==> src/rtl/uart_tx_if.sv <==
// Byte handshake and serial-line bundle for uart_tx.
// The master side supplies bytes and parity type; the slave side (uart_tx)
// drives the serial line and the busy flag.
interface uart_tx_if;
  logic [7:0] P_DATA;
  logic       Data_Valid;
  logic       PAR_TYP;
  logic       TX_OUT;
  logic       Busy;

  modport master (
    output P_DATA,
    output Data_Valid,
    output PAR_TYP,
    input  TX_OUT,
    input  Busy
  );

  modport slave (
    input  P_DATA,
    input  Data_Valid,
    input  PAR_TYP,
    output TX_OUT,
    output Busy
  );
endinterface

==> src/rtl/uart_tx.sv <==
// UART transmitter: start bit, 8 data bits LSB first, optional parity bit,
// stop bit. Each bit lasts PRESCALE clock cycles (legal 1..32).
// Optional feature macro: UART_TX_PARITY_EN (adds the parity slot; PAR_TYP
// selects even (0) or odd (1) parity). Without it the frame is 10 bits and
// PAR_TYP has no effect.
// TX_OUT and Busy are registered from the next-state values, so the first
// start-bit cycle follows the accept edge directly and Busy drops on the edge
// that re-enters IDLE, leaving exactly one idle-high cycle between frames.
module uart_tx #(
  parameter int PRESCALE = 8
) (
  input  logic    CLK,
  input  logic    RST,
  uart_tx_if.slave bus
);

  localparam int CNT_W = $clog2(PRESCALE) + 1;
  localparam logic [CNT_W-1:0] CNT_MAX = CNT_W'(PRESCALE - 1);

  typedef enum logic [2:0] {
    ST_IDLE   = 3'd0,
    ST_START  = 3'd1,
    ST_DATA   = 3'd2,
    ST_STOP   = 3'd3
`ifdef UART_TX_PARITY_EN
    ,ST_PARITY = 3'd4
`endif
  } state_t;

`ifdef UART_TX_PARITY_EN
  // Even parity is the XOR of the byte; odd parity is its inverse.
  function automatic logic parity_bit(input logic [7:0] data, input logic odd);
    return (^data) ^ odd;
  endfunction
`endif

  state_t           state_r, state_next_s;
  logic [CNT_W-1:0] cnt_r, cnt_next_s;
  logic [2:0]       idx_r, idx_next_s;
  logic [7:0]       data_r, data_next_s;
  logic             tx_out_r, tx_next_s;
  logic             busy_r, busy_next_s;
  logic             bit_done_s;
`ifdef UART_TX_PARITY_EN
  logic             par_typ_r, par_typ_next_s;
`endif

  // With PRESCALE=1 the counter never leaves zero, so every cycle ends a bit.
  assign bit_done_s = (cnt_r == CNT_MAX);

  // State, counters, latched byte and registered outputs.
  always_ff @(posedge CLK or negedge RST) begin
    if (!RST) begin
      state_r   <= ST_IDLE;
      cnt_r     <= '0;
      idx_r     <= 3'd0;
      data_r    <= 8'h00;
      tx_out_r  <= 1'b1;
      busy_r    <= 1'b0;
`ifdef UART_TX_PARITY_EN
      par_typ_r <= 1'b0;
`endif
    end else begin
      state_r   <= state_next_s;
      cnt_r     <= cnt_next_s;
      idx_r     <= idx_next_s;
      data_r    <= data_next_s;
      tx_out_r  <= tx_next_s;
      busy_r    <= busy_next_s;
`ifdef UART_TX_PARITY_EN
      par_typ_r <= par_typ_next_s;
`endif
    end
  end

  // Next-state, bit sequencing and next output values.
  always_comb begin
    state_next_s   = state_r;
    cnt_next_s     = cnt_r;
    idx_next_s     = idx_r;
    data_next_s    = data_r;
`ifdef UART_TX_PARITY_EN
    par_typ_next_s = par_typ_r;
`endif

    case (state_r)
      ST_IDLE: begin
        if (bus.Data_Valid && !busy_r) begin
          state_next_s   = ST_START;
          data_next_s    = bus.P_DATA;
          cnt_next_s     = '0;
          idx_next_s     = 3'd0;
`ifdef UART_TX_PARITY_EN
          par_typ_next_s = bus.PAR_TYP;
`endif
        end else begin
          cnt_next_s = '0;
        end
      end
      ST_START: begin
        if (bit_done_s) begin
          state_next_s = ST_DATA;
          cnt_next_s   = '0;
        end else begin
          cnt_next_s = cnt_r + CNT_W'(1);
        end
      end
      ST_DATA: begin
        if (bit_done_s) begin
          cnt_next_s = '0;
          if (idx_r == 3'd7) begin
            idx_next_s = 3'd0;
`ifdef UART_TX_PARITY_EN
            state_next_s = ST_PARITY;
`else
            state_next_s = ST_STOP;
`endif
          end else begin
            idx_next_s = idx_r + 3'd1;
          end
        end else begin
          cnt_next_s = cnt_r + CNT_W'(1);
        end
      end
`ifdef UART_TX_PARITY_EN
      ST_PARITY: begin
        if (bit_done_s) begin
          state_next_s = ST_STOP;
          cnt_next_s   = '0;
        end else begin
          cnt_next_s = cnt_r + CNT_W'(1);
        end
      end
`endif
      ST_STOP: begin
        if (bit_done_s) begin
          state_next_s = ST_IDLE;
          cnt_next_s   = '0;
        end else begin
          cnt_next_s = cnt_r + CNT_W'(1);
        end
      end
      default: begin
        state_next_s = ST_IDLE;
        cnt_next_s   = '0;
        idx_next_s   = 3'd0;
      end
    endcase

    case (state_next_s)
      ST_IDLE:   tx_next_s = 1'b1;
      ST_START:  tx_next_s = 1'b0;
      ST_DATA:   tx_next_s = data_next_s[idx_next_s];
`ifdef UART_TX_PARITY_EN
      ST_PARITY: tx_next_s = parity_bit(data_next_s, par_typ_next_s);
`endif
      ST_STOP:   tx_next_s = 1'b1;
      default:   tx_next_s = 1'b1;
    endcase

    busy_next_s = (state_next_s != ST_IDLE);
  end

  assign bus.TX_OUT = tx_out_r;
  assign bus.Busy   = busy_r;

endmodule

==> src/flat_wrapper.sv <==
// flat-port wrapper written by rule: the top's interface ports become plain ports
module uart_tx_flat 
#(
  parameter int PRESCALE = 8
)
  (CLK, RST, bus_P_DATA, bus_Data_Valid, bus_PAR_TYP, bus_TX_OUT, bus_Busy);
  uart_tx_if bus_i ();
  input  logic CLK;
  input  logic RST;
  input wire logic [$bits(bus_i.P_DATA)-1:0] bus_P_DATA;
  input wire logic [$bits(bus_i.Data_Valid)-1:0] bus_Data_Valid;
  input wire logic [$bits(bus_i.PAR_TYP)-1:0] bus_PAR_TYP;
  output wire logic [$bits(bus_i.TX_OUT)-1:0] bus_TX_OUT;
  output wire logic [$bits(bus_i.Busy)-1:0] bus_Busy;
  assign bus_i.P_DATA = bus_P_DATA;
  assign bus_i.Data_Valid = bus_Data_Valid;
  assign bus_i.PAR_TYP = bus_PAR_TYP;
  assign bus_TX_OUT = bus_i.TX_OUT;
  assign bus_Busy = bus_i.Busy;
  uart_tx #(.PRESCALE(PRESCALE)) u_core (.CLK(CLK), .RST(RST), .bus(bus_i));
endmodule
==> config.mk <==
export PLATFORM = sky130hd
export DESIGN_NAME = uart_tx_flat
export DESIGN_NICKNAME = d
export VERILOG_FILES = /design/src/rtl/uart_tx_if.sv /design/src/rtl/uart_tx.sv /design/src/flat_wrapper.sv
export SDC_FILE = /design/constraint.sdc
export NUM_CORES = 1
export LEC_CHECK = 0
export CAP_MARGIN = 0
export CORE_MARGIN = 3
export CORE_UTILIZATION = 59
export CTS_BUF_LIST = sky130_fd_sc_hd__clkbuf_4
export DETAILED_ROUTE_END_ITERATION = 8
export GPL_TIMING_DRIVEN = 0
export PLACE_DENSITY = 0.85
export SLEW_MARGIN = 20
export SYNTH_ARGS = -nofsm -noshare
export SYNTH_HDL_FRONTEND = slang
export SYNTH_SLANG_ARGS = --single-unit
==> constraint.sdc <==
create_clock -name CLK -period 3.6 [get_ports CLK]
set_input_delay 0.36 -clock CLK [delete_from_list [all_inputs] [get_ports CLK]]
set_output_delay 0.36 -clock CLK [all_outputs]
set_load 0.05 [all_outputs]
* After elaboration in Yosys (flattened, before gate mapping)
Cells that the tools add are included.
** Storage, ports and cells
- Flip-flop bits (word level) :: 20
- Latch bits :: 0
- Bits in writable memories :: 0
- Bits in read-only memories :: 0
- Bits of input ports :: 12
- Output and inout port bits :: 2
- Logic and storage cells :: 39
- Memories kept :: 0
** Cells by class
- Add/sub/neg operators :: 2
- Multipliers :: 0
- Div/mod/pow operators :: 0
- Magnitude comparators :: 1
- Equality and inequality tests :: 7
- Shifts and indexed selects :: 0
- Muxes and demuxes :: 17
- Bitwise gates (word level) :: 0
- Reduce and logical (&&, ||, !) cells :: 6
** Operator list (count)
- $mux W3 :: 8
- $mux W8 :: 2
- $pmux W3 S4 :: 1
- $eq A3 B2 Y1 const B :: 3
- $pmux W3 S3 :: 1
- $mux W4 :: 2
- $eq A3 B1 Y1 const B :: 2
- $add A4 B1 Y4 const B :: 1
- $eq A4 B3 Y1 const B :: 1
- $lt A3 B4 Y1 const B :: 1
- $add A3 B1 Y3 const B :: 1
- $bmux W1 S3 :: 1
- $eq A3 B3 Y1 const B :: 1
- $logic_not A3 Y1 :: 1
- $reduce_bool A3 Y1 :: 1
- $reduce_or A3 Y1 :: 1
- $pmux W1 S2 :: 1
- $reduce_or A2 Y1 :: 1
- $logic_and A1 B1 Y1 :: 1
- $logic_not A1 Y1 :: 1
- $mux W1 :: 1

* Longest topological paths before layout
Gate-level depths: netlist (run 1).
- Word-level depth :: 7
- Mapped depth :: 8

* Worst setup path after synthesis (run 1)
No wires, ideal clock.
- Kind :: register -> register
- From :: reg u_core.busy_r (netlist: u_core.bus.Busy)
- To :: reg u_core.tx_out_r (netlist: u_core.bus.TX_OUT)
- Setup time :: 0.077 ns
- Data arrival time :: 2.077 ns
- Slack :: 1.445 ns
- Stages on the path, launching flop included :: 7
- Buffers on the path :: 0
- Clock period less this slack :: 2.155 ns
- Cells stage by stage :: dfrtp_1 > or3b_1 > a21o_1 > a22oi_1 > inv_1 > a2111o_1 > a31oi_1
** Between the ends
- Word-level cells in the longest chain between the ends :: 7
** RTL lines
- start: declaration :: line uart_tx.sv:42 : logic busy_r, busy_next_s;
- start signal: assignment :: line uart_tx.sv:69 : busy_r <= busy_next_s;
- $logic_not A1 Y1 :: line uart_tx.sv:88 : if (bus.Data_Valid && !busy_r) begin
- $logic_and A1 B1 Y1 :: line uart_tx.sv:88
- $mux W3 :: line uart_tx.sv:88
- $pmux W3 S3 :: line uart_tx.sv:86 : case (state_r)
- net u_core.idx_next_s[0] :: line uart_tx.sv:39 : logic [2:0] idx_r, idx_next_s;
- $bmux W1 S3 :: line uart_tx.sv:153 : ST_DATA: tx_next_s = data_next_s[idx_next_s];
- $mux W1 (not written as such) :: line uart_tx.sv:153
- $pmux W1 S2 :: line uart_tx.sv:150 : case (state_next_s)
- net u_core.tx_next_s :: line uart_tx.sv:41 : logic tx_out_r, tx_next_s;
- end signal: assignment :: line uart_tx.sv:68 : tx_out_r <= tx_next_s;
- end: declaration :: line uart_tx.sv:41
The timed path passes the listed nets, and every way through them passes these cells. The select of a mux whose other input is x is not followed.

* Final worst setup path (run 1)
- From :: reg u_core.cnt_r[0]
- To :: reg u_core.tx_out_r (netlist: u_core.bus.TX_OUT)
** Between the ends
- Word-level cells in the longest chain between the ends :: 6
** RTL lines
- start: declaration :: line uart_tx.sv:38 : logic [CNT_W-1:0] cnt_r, cnt_next_s;
- start signal: assignment :: line uart_tx.sv:65 : cnt_r <= cnt_next_s;
- $eq A4 B3 Y1 (*) :: line uart_tx.sv:49 : assign bit_done_s = (cnt_r == CNT_MAX);
- $mux W3 :: line uart_tx.sv:109 : if (bit_done_s) begin
- $pmux W3 S3 :: line uart_tx.sv:86
- $bmux W1 S3 :: line uart_tx.sv:153
- $mux W1 (not written as such) :: line uart_tx.sv:153
- $pmux W1 S2 (*) :: line uart_tx.sv:150
- net u_core.tx_next_s :: line uart_tx.sv:41
The timed path passes the listed nets; every way through them passes the cells marked *. The select of a mux whose other input is x is not followed.

==> metrics.txt, run 1 <==
Hold Fails Final Rpt 0; Cell Rows 14; RSZ-0062 raised after global routing false; worst hold path type reg -> reg; CTS clk-pin slew, worst paths 120 ps; Post-route DRC 0; Layout area overhead 19.4%; Syn Area/Cell 11.4 um2; largest net degree at the start of global routing 21; ANT nets after route 0; clock buffer depth 2; crit path buf inv count 0; vias in the first global route 694; Required @ worst endpoint 3830 ps; first-pass GRT wire length 3150 um; Setup Viol. Count Final 0; Yosys reg bits 20; H-tree levels 1; die area 0.00221 mm2; Worst Skew 5.51 ps; power density cells 481 mW/mm2; CTS resizes 0; sequential area share after synthesis 50.6%; slew at the pin closest to its max-slew limit 855 ps; grt ovf 0; Vias 695; Critical Path AT 2610 ps; ant diodes 0; clock latency on the worst-skew pair 300 ps; Routed WL 1900 um; initial core utilization 64.4%; I/O Pins 14; CP Capture Type flop; total CTS buffers 3; post-layout min period 2390 ps; startpoint types flop; CTS tree done; Total GRT Usage 20.5%; RD Place Congestion 0.873; CP peak stage delay 410 ps; outcome complete, no violations; routed len/inst 16.0 um; post-synth net total 102; Leakage 0.000559 uW; top_reg_cell synth dfrtp_1; Max-slew headroom 42.8%; Sum Neg Setup Slack 0 ps; Design Area, Final 0.00118 mm2; Final period util 66.3%; Ys Warns 0; CTS Hold Buffers Added 0; initial antenna violation count 0; worst IR drop on VDD 0.328 mV; largest delay contributor family on the critical path simple AND/OR/NAND/NOR gates; CTS root buffer clkbuf_4; nets@finish 119; Post-synth EDFFs 0; share of layout cells above drive strength 1 16.5%; Max Slew Vio Count 0; crit path kind reg -> reg; post-synthesis cell count 87; Post-DP HPWL 1430 um; DRT Pass-1 Iters 4; slowest stage cell, crit path nor4_1; ys async rst share 100%; fmax 419 MHz; Max Cap Viol 0; synthesized cell area 992 um2; post-synth cell types 36; placed inst area 0.00113 mm2; CP Max Fanout 6; Sink Count 20; Port Buffers 12; CORE AREA 0.00154 mm2; DRT iter0 DRCs 16; CP cell instances ha_1, nand3b_1, nor4_1, a22oi_1, nor3b_1, a2111o_1, a31oi_1; die height 47.0 um; Post CTS Setup Buffer Count 0; DR vias/cell 5.84; die width 47.0 um
per-layer routing:
| metal | GRT usage (%) | part of all wire [%] |
|---|---|---|
| met3 | 4.60 | 4.0 |
| met4 | 8.29 | 0.63 |
| met5 | 0 | 0 |
| met1 | 28.5 | 48 |
| met2 | 31.2 | 47 |
report_power, final:
part / leakage (uW) / internal (uW) / switching, uW
logic: 0.000278 / 56.1 / 56.6
registers: 0.000253 / 261 / 13.1
clock network: 0.0000279 / 113 / 70.9
total: 0.000559 / 429 / 141
final timing paths:
path | from | end | slack, ps | cells past startpoint
hold / removal | u_core.cnt_r[0] | u_core.cnt_r[0] | 490 | 1
max in group asynchronous | RST | u_core.data_r[2] | 2540 | 1
hold reg to reg | u_core.cnt_r[0] | u_core.cnt_r[0] | 490 | 1
min in group asynchronous | RST | u_core.cnt_r[3] | 530 | 1
setup / recovery | u_core.cnt_r[0] | u_core.bus.TX_OUT | 1210 | 7
setup reg to reg | u_core.cnt_r[0] | u_core.bus.TX_OUT | 1210 | 7
worst register-to-register path: cells and delay by family, from the launching register on:
kind | cells | cell delay (ps)
simple gates | 3 | 830
compound gates | 3 | 830
flops | 1 | 400
fa+ha+maj | 1 | 240
sequential cells by signal (all words and copies together), names as in the netlist:
signal	cells
u_core.bus.TX_OUT	1
u_core.bus.Busy	1
u_core.idx_r	3
u_core.data_r	8
u_core.state_r	3
u_core.cnt_r	4
cells in the mapped netlist, drive strengths merged, types with 2 or more instances:
master	number	share of area (%)
dfrtp	19	48
inv	8	3.0
nor2	8	3.0
mux2	7	7.9
mux2i	4	4.0
ha	3	3.8
nand2	3	1.1
nor3	3	1.5
a21oi	2	1.0
a31oi	2	1.3
a32oi	2	3.7
or2b	2	1.5
xnor2	2	1.8
cells in the final DEF, fill, tap and decap left out, types with 2 or more instances in the layout:
cell type,synthesis,routed
a21oi_1,2,2
a31oi_1,2,2
clkbuf_4,0,3
clkdlybuf4s50_1,0,12
dfrtp_1,19,19
ha_1,3,3
inv_1,8,8
mux2_2,7,7
mux2i_1,4,4
nand2_1,3,3
nor2_1,8,8
nor3_1,3,3
or2b_1,2,2
xnor2_1,2,2
final cells by class:
| cell class | instances | area [um2] |
|---|---|---|
| Clock buffer | 3 | 22.5 |
| Multi-Input combinational cell | 57 | 452 |
| Tap cell | 16 | 20.0 |
| Buffer | 2 | 8.76 |
| Clock inverter | 1 | 30.0 |
| Fill cell | 101 | 357 |
| Sequential cell | 20 | 502 |
| Timing Repair Buffer | 12 | 120 |
| Inverter | 8 | 30.0 |
cell families (layout without fill, tap and decap cells):
family	count (synthesis)	count (layout)	share of synthesized area (%)
adder cells (fa/ha/maj)	3	3	3.78
flip-flops	20	20	50.6
other	1	1	0.378
buffers and inverters	10	26	3.91
AND/OR/NAND/NOR	27	27	15.5
XOR/XNOR	3	3	2.65
AO/OA/AOI/OAI	12	12	11.2
multiplexers	11	11	12.0
stage by stage:
| stage | cells | total power [uW] | hold slack (ps) | util, % | worst slack, ps |
|---|---|---|---|---|---|
| after global routing | 119 | 593 | 499 | 76.9 | 1100 |
| after floorplan | 87 | 351 | 64.4 | - | 1450 |
| final | 119 | 570 | 487 | 76.9 | 1210 |
| after CTS | 119 | 570 | 483 | 76.9 | 1220 |
| after global placement | 115 | 384 | 443 | 73.5 | 1080 |
| after detailed placement | 115 | 390 | 463 | 73.5 | 1040 |
(Power assumes the default switching activity.)
==> inputs of run 2 (changes only) <==
--- a/config.mk
+++ b/config.mk
@@ -7,11 +7,11 @@
 export LEC_CHECK = 0
 export CAP_MARGIN = 0
 export CORE_MARGIN = 3
-export CORE_UTILIZATION = 59
+export CORE_UTILIZATION = 50
 export CTS_BUF_LIST = sky130_fd_sc_hd__clkbuf_4
 export DETAILED_ROUTE_END_ITERATION = 8
 export GPL_TIMING_DRIVEN = 0
-export PLACE_DENSITY = 0.85
+export PLACE_DENSITY = 0.77
 export SLEW_MARGIN = 20
 export SYNTH_ARGS = -nofsm -noshare
 export SYNTH_HDL_FRONTEND = slang
==> constraint.sdc (replaced) <==
create_clock -name CLK -period 2 [get_ports CLK]
set_input_delay 0.2 -clock CLK [delete_from_list [all_inputs] [get_ports CLK]]
set_output_delay 0.2 -clock CLK [all_outputs]
set_load 0.05 [all_outputs]
==> metrics.txt, run 2 (synthesis results as in run 1) <==
ANT nets after route 0 (unchanged); Reg-to-Reg Start u_core.state_r[1] (was u_core.cnt_r[0]); first-pass GRT wire length 3190 um (was 3150 um); Total GRT Usage 16.8% (was 20.5%); Layout area overhead 23.0% (was 19.4%); Leakage 0.000555 uW (was 0.000559 uW); placed inst area 0.00116 mm2 (was 0.00113 mm2); fmax 484 MHz (was 419 MHz); violated checks setup timing; hold slack 383 ps (was 487 ps); CTS root buffer clkbuf_4 (unchanged); commonest non-fill, non-tap cell in the layout dfrtp_1 (unchanged); Max Slew Vio Count 0 (unchanged); largest reg by FF count u_core.data_r (unchanged); clock buffer depth 2 (unchanged); Hold Fails Final Rpt 0 (unchanged); Port Buffers 12 (unchanged); ant diodes 0 (unchanged); Largest regs u_core.data_r: 8 flops, u_core.cnt_r: 4 flops (unchanged); Routed WL 1760 um (was 1900 um); initial core utilization 55.1% (was 64.4%); Max Cap Viol 0 (unchanged); largest net degree at the start of global routing 21 (unchanged); Vias 695 (unchanged); H-tree levels 1 (unchanged); post-place setup slack -298 ps (was 1040 ps); I/O Pins 14 (unchanged); startpoint types flop (unchanged); R2R Setup Slk -60 ps (was 1210 ps); Critical Path AT 2290 ps (was 2610 ps); Worst Skew 3.87 ps (was 5.51 ps); Sink Count 20 (unchanged); post-layout min period 2060 ps (was 2390 ps); Setup Viol. Count Final 1 (was 0); CP Max Fanout 5 (was 6); routed len/inst 13.5 um (was 16.0 um); Design Area, Final 0.00122 mm2 (was 0.00118 mm2); CTS tree done (unchanged); Required @ worst endpoint 2220 ps (was 3830 ps); die width 50.5 um (was 47.0 um); nets@finish 121 (was 119); final core occ 67.7% (was 76.9%); worst hold path type in -> async (was reg -> reg); total CTS buffers 3 (unchanged); DRT iter0 DRCs 14 (was 16); Setup WS post-layout -64.4 ps (was 1210 ps); clock latency on the worst-skew pair 290 ps (was 300 ps); Post-DP HPWL 1240 um (was 1430 um); die height 50.5 um (was 47.0 um); Largest register FFs 8 (unchanged); worst IR drop on VDD 0.571 mV (was 0.328 mV); initial antenna violation count 0 (unchanged); reg2reg end u_core.bus.TX_OUT (unchanged); DRT Pass-1 Iters 4 (unchanged); slew at the pin closest to its max-slew limit 860 ps (was 855 ps); die area 0.00255 mm2 (was 0.00221 mm2); share of layout cells above drive strength 1 22.9% (was 16.5%); Reg2Reg Depth 6 (was 7); most frequent cells in the layout dfrtp_1 (18), clkdlybuf4s50_1 (12), inv_1 (8), nor2_1 (8), mux2_2 (7) (was dfrtp_1 (19), clkdlybuf4s50_1 (12), inv_1 (8), nor2_1 (8), mux2_2 (7)); CORE AREA 0.00180 mm2 (was 0.00154 mm2); DR vias/cell 5.35 (was 5.84); CTS clk-pin slew, worst paths 100 ps (was 120 ps); CP Capture Type flop (unchanged); RD Place Congestion 0.823 (was 0.873); vias in the first global route 711 (was 694); Cell Rows 15 (was 14); power density cells 718 mW/mm2 (was 481 mW/mm2); Layout fillers 145 (was 101); grt ovf 0 (unchanged); Post-route DRC 0 (unchanged); crit path kind reg -> reg (unchanged); Max-slew headroom 42.5% (was 42.8%); Final period util 103% (was 66.3%); RSZ-0062 raised after global routing true (was false); outcome complete, but fails checks (was complete, no violations)
## run 2: cell types whose count changed in the layout (fill, tap and decap cells not counted), sizes merged
cell / before / now
clkinv: 0 / 1
clkbuf: 4 / 3
buf: 1 / 4
bufinv: 1 / 0
## run 2: worst max-delay path, cell delays in order, from the launching register on
cell	delay, ps
dfrtp_1	430
or3b_1	380
a21o_1	220
a32oi_4	260
mux2i_1	130
a2111o_1	420
a31oi_1	160
## run 2: area by class of cell
class,instances,area (um2),share of cell area [%]
Tap cell,25,31.3,2.56
Clock inverter,1,3.75,0.308
Sequential cell,20,503,41.2
Inverter,8,30.0,2.46
Buffer,1,7.51,0.615
Multi-Input combinational cell,57,479,39.3
Timing Repair Buffer,15,143,11.7
Clock buffer,3,22.5,1.85
## run 2: metal layers
layer | up-vias | global-route usage (%) | routed length, um
li1 | 338 | - | -
met1 | 330 | 23.9 | 843
met2 | 21 | 23.5 | 796
met3 | 6 | 4.45 | 78
met4 | 0 | 8.52 | 42
met5 | - | 0 | 0
## run 2: worst max path at each step
stage	startpoint	to	slack [ps]	cells after the start
2_1_floorplan	u_core.bus.Busy	u_core.bus.TX_OUT	20	6
6_report	u_core.state_r[1]	u_core.bus.TX_OUT	-60	6
4_1_cts	u_core.state_r[1]	u_core.bus.TX_OUT	-90	6
3_5_place_dp	bus_Data_Valid	u_core.bus.TX_OUT	-300	7
3_3_place_gp	bus_Data_Valid	u_core.bus.TX_OUT	-240	7
5_1_grt	u_core.state_r[0]	u_core.bus.TX_OUT	-210	7
## run 2: what timing repair did
| action | CTS | global route |
|---|---|---|
| buffers inserted | 1 | 2 |
| resized for setup | 3 | 1 |
| pin swaps | 2 | 1 |
| endpoints found under the setup margin | 1 | 1 |
| hold buffers | 0 | 0 |
## run 2: where the power goes
| part | switching (uW) | total, uW | internal, uW |
|---|---|---|---|
| registers | 24.8 | 494 | 469 |
| clock network | 114 | 186 | 72.7 |
| logic | 94.0 | 196 | 102 |
## run 2: metrics by stage
stage,std cells,setup TNS [ps],power (uW)
6_report,130,-64.4,876
3_3_place_gp,124,-243,692
3_5_place_dp,124,-298,699
5_1_grt,130,-205,940
2_1_floorplan,87,0,632
4_1_cts,128,-91.5,891
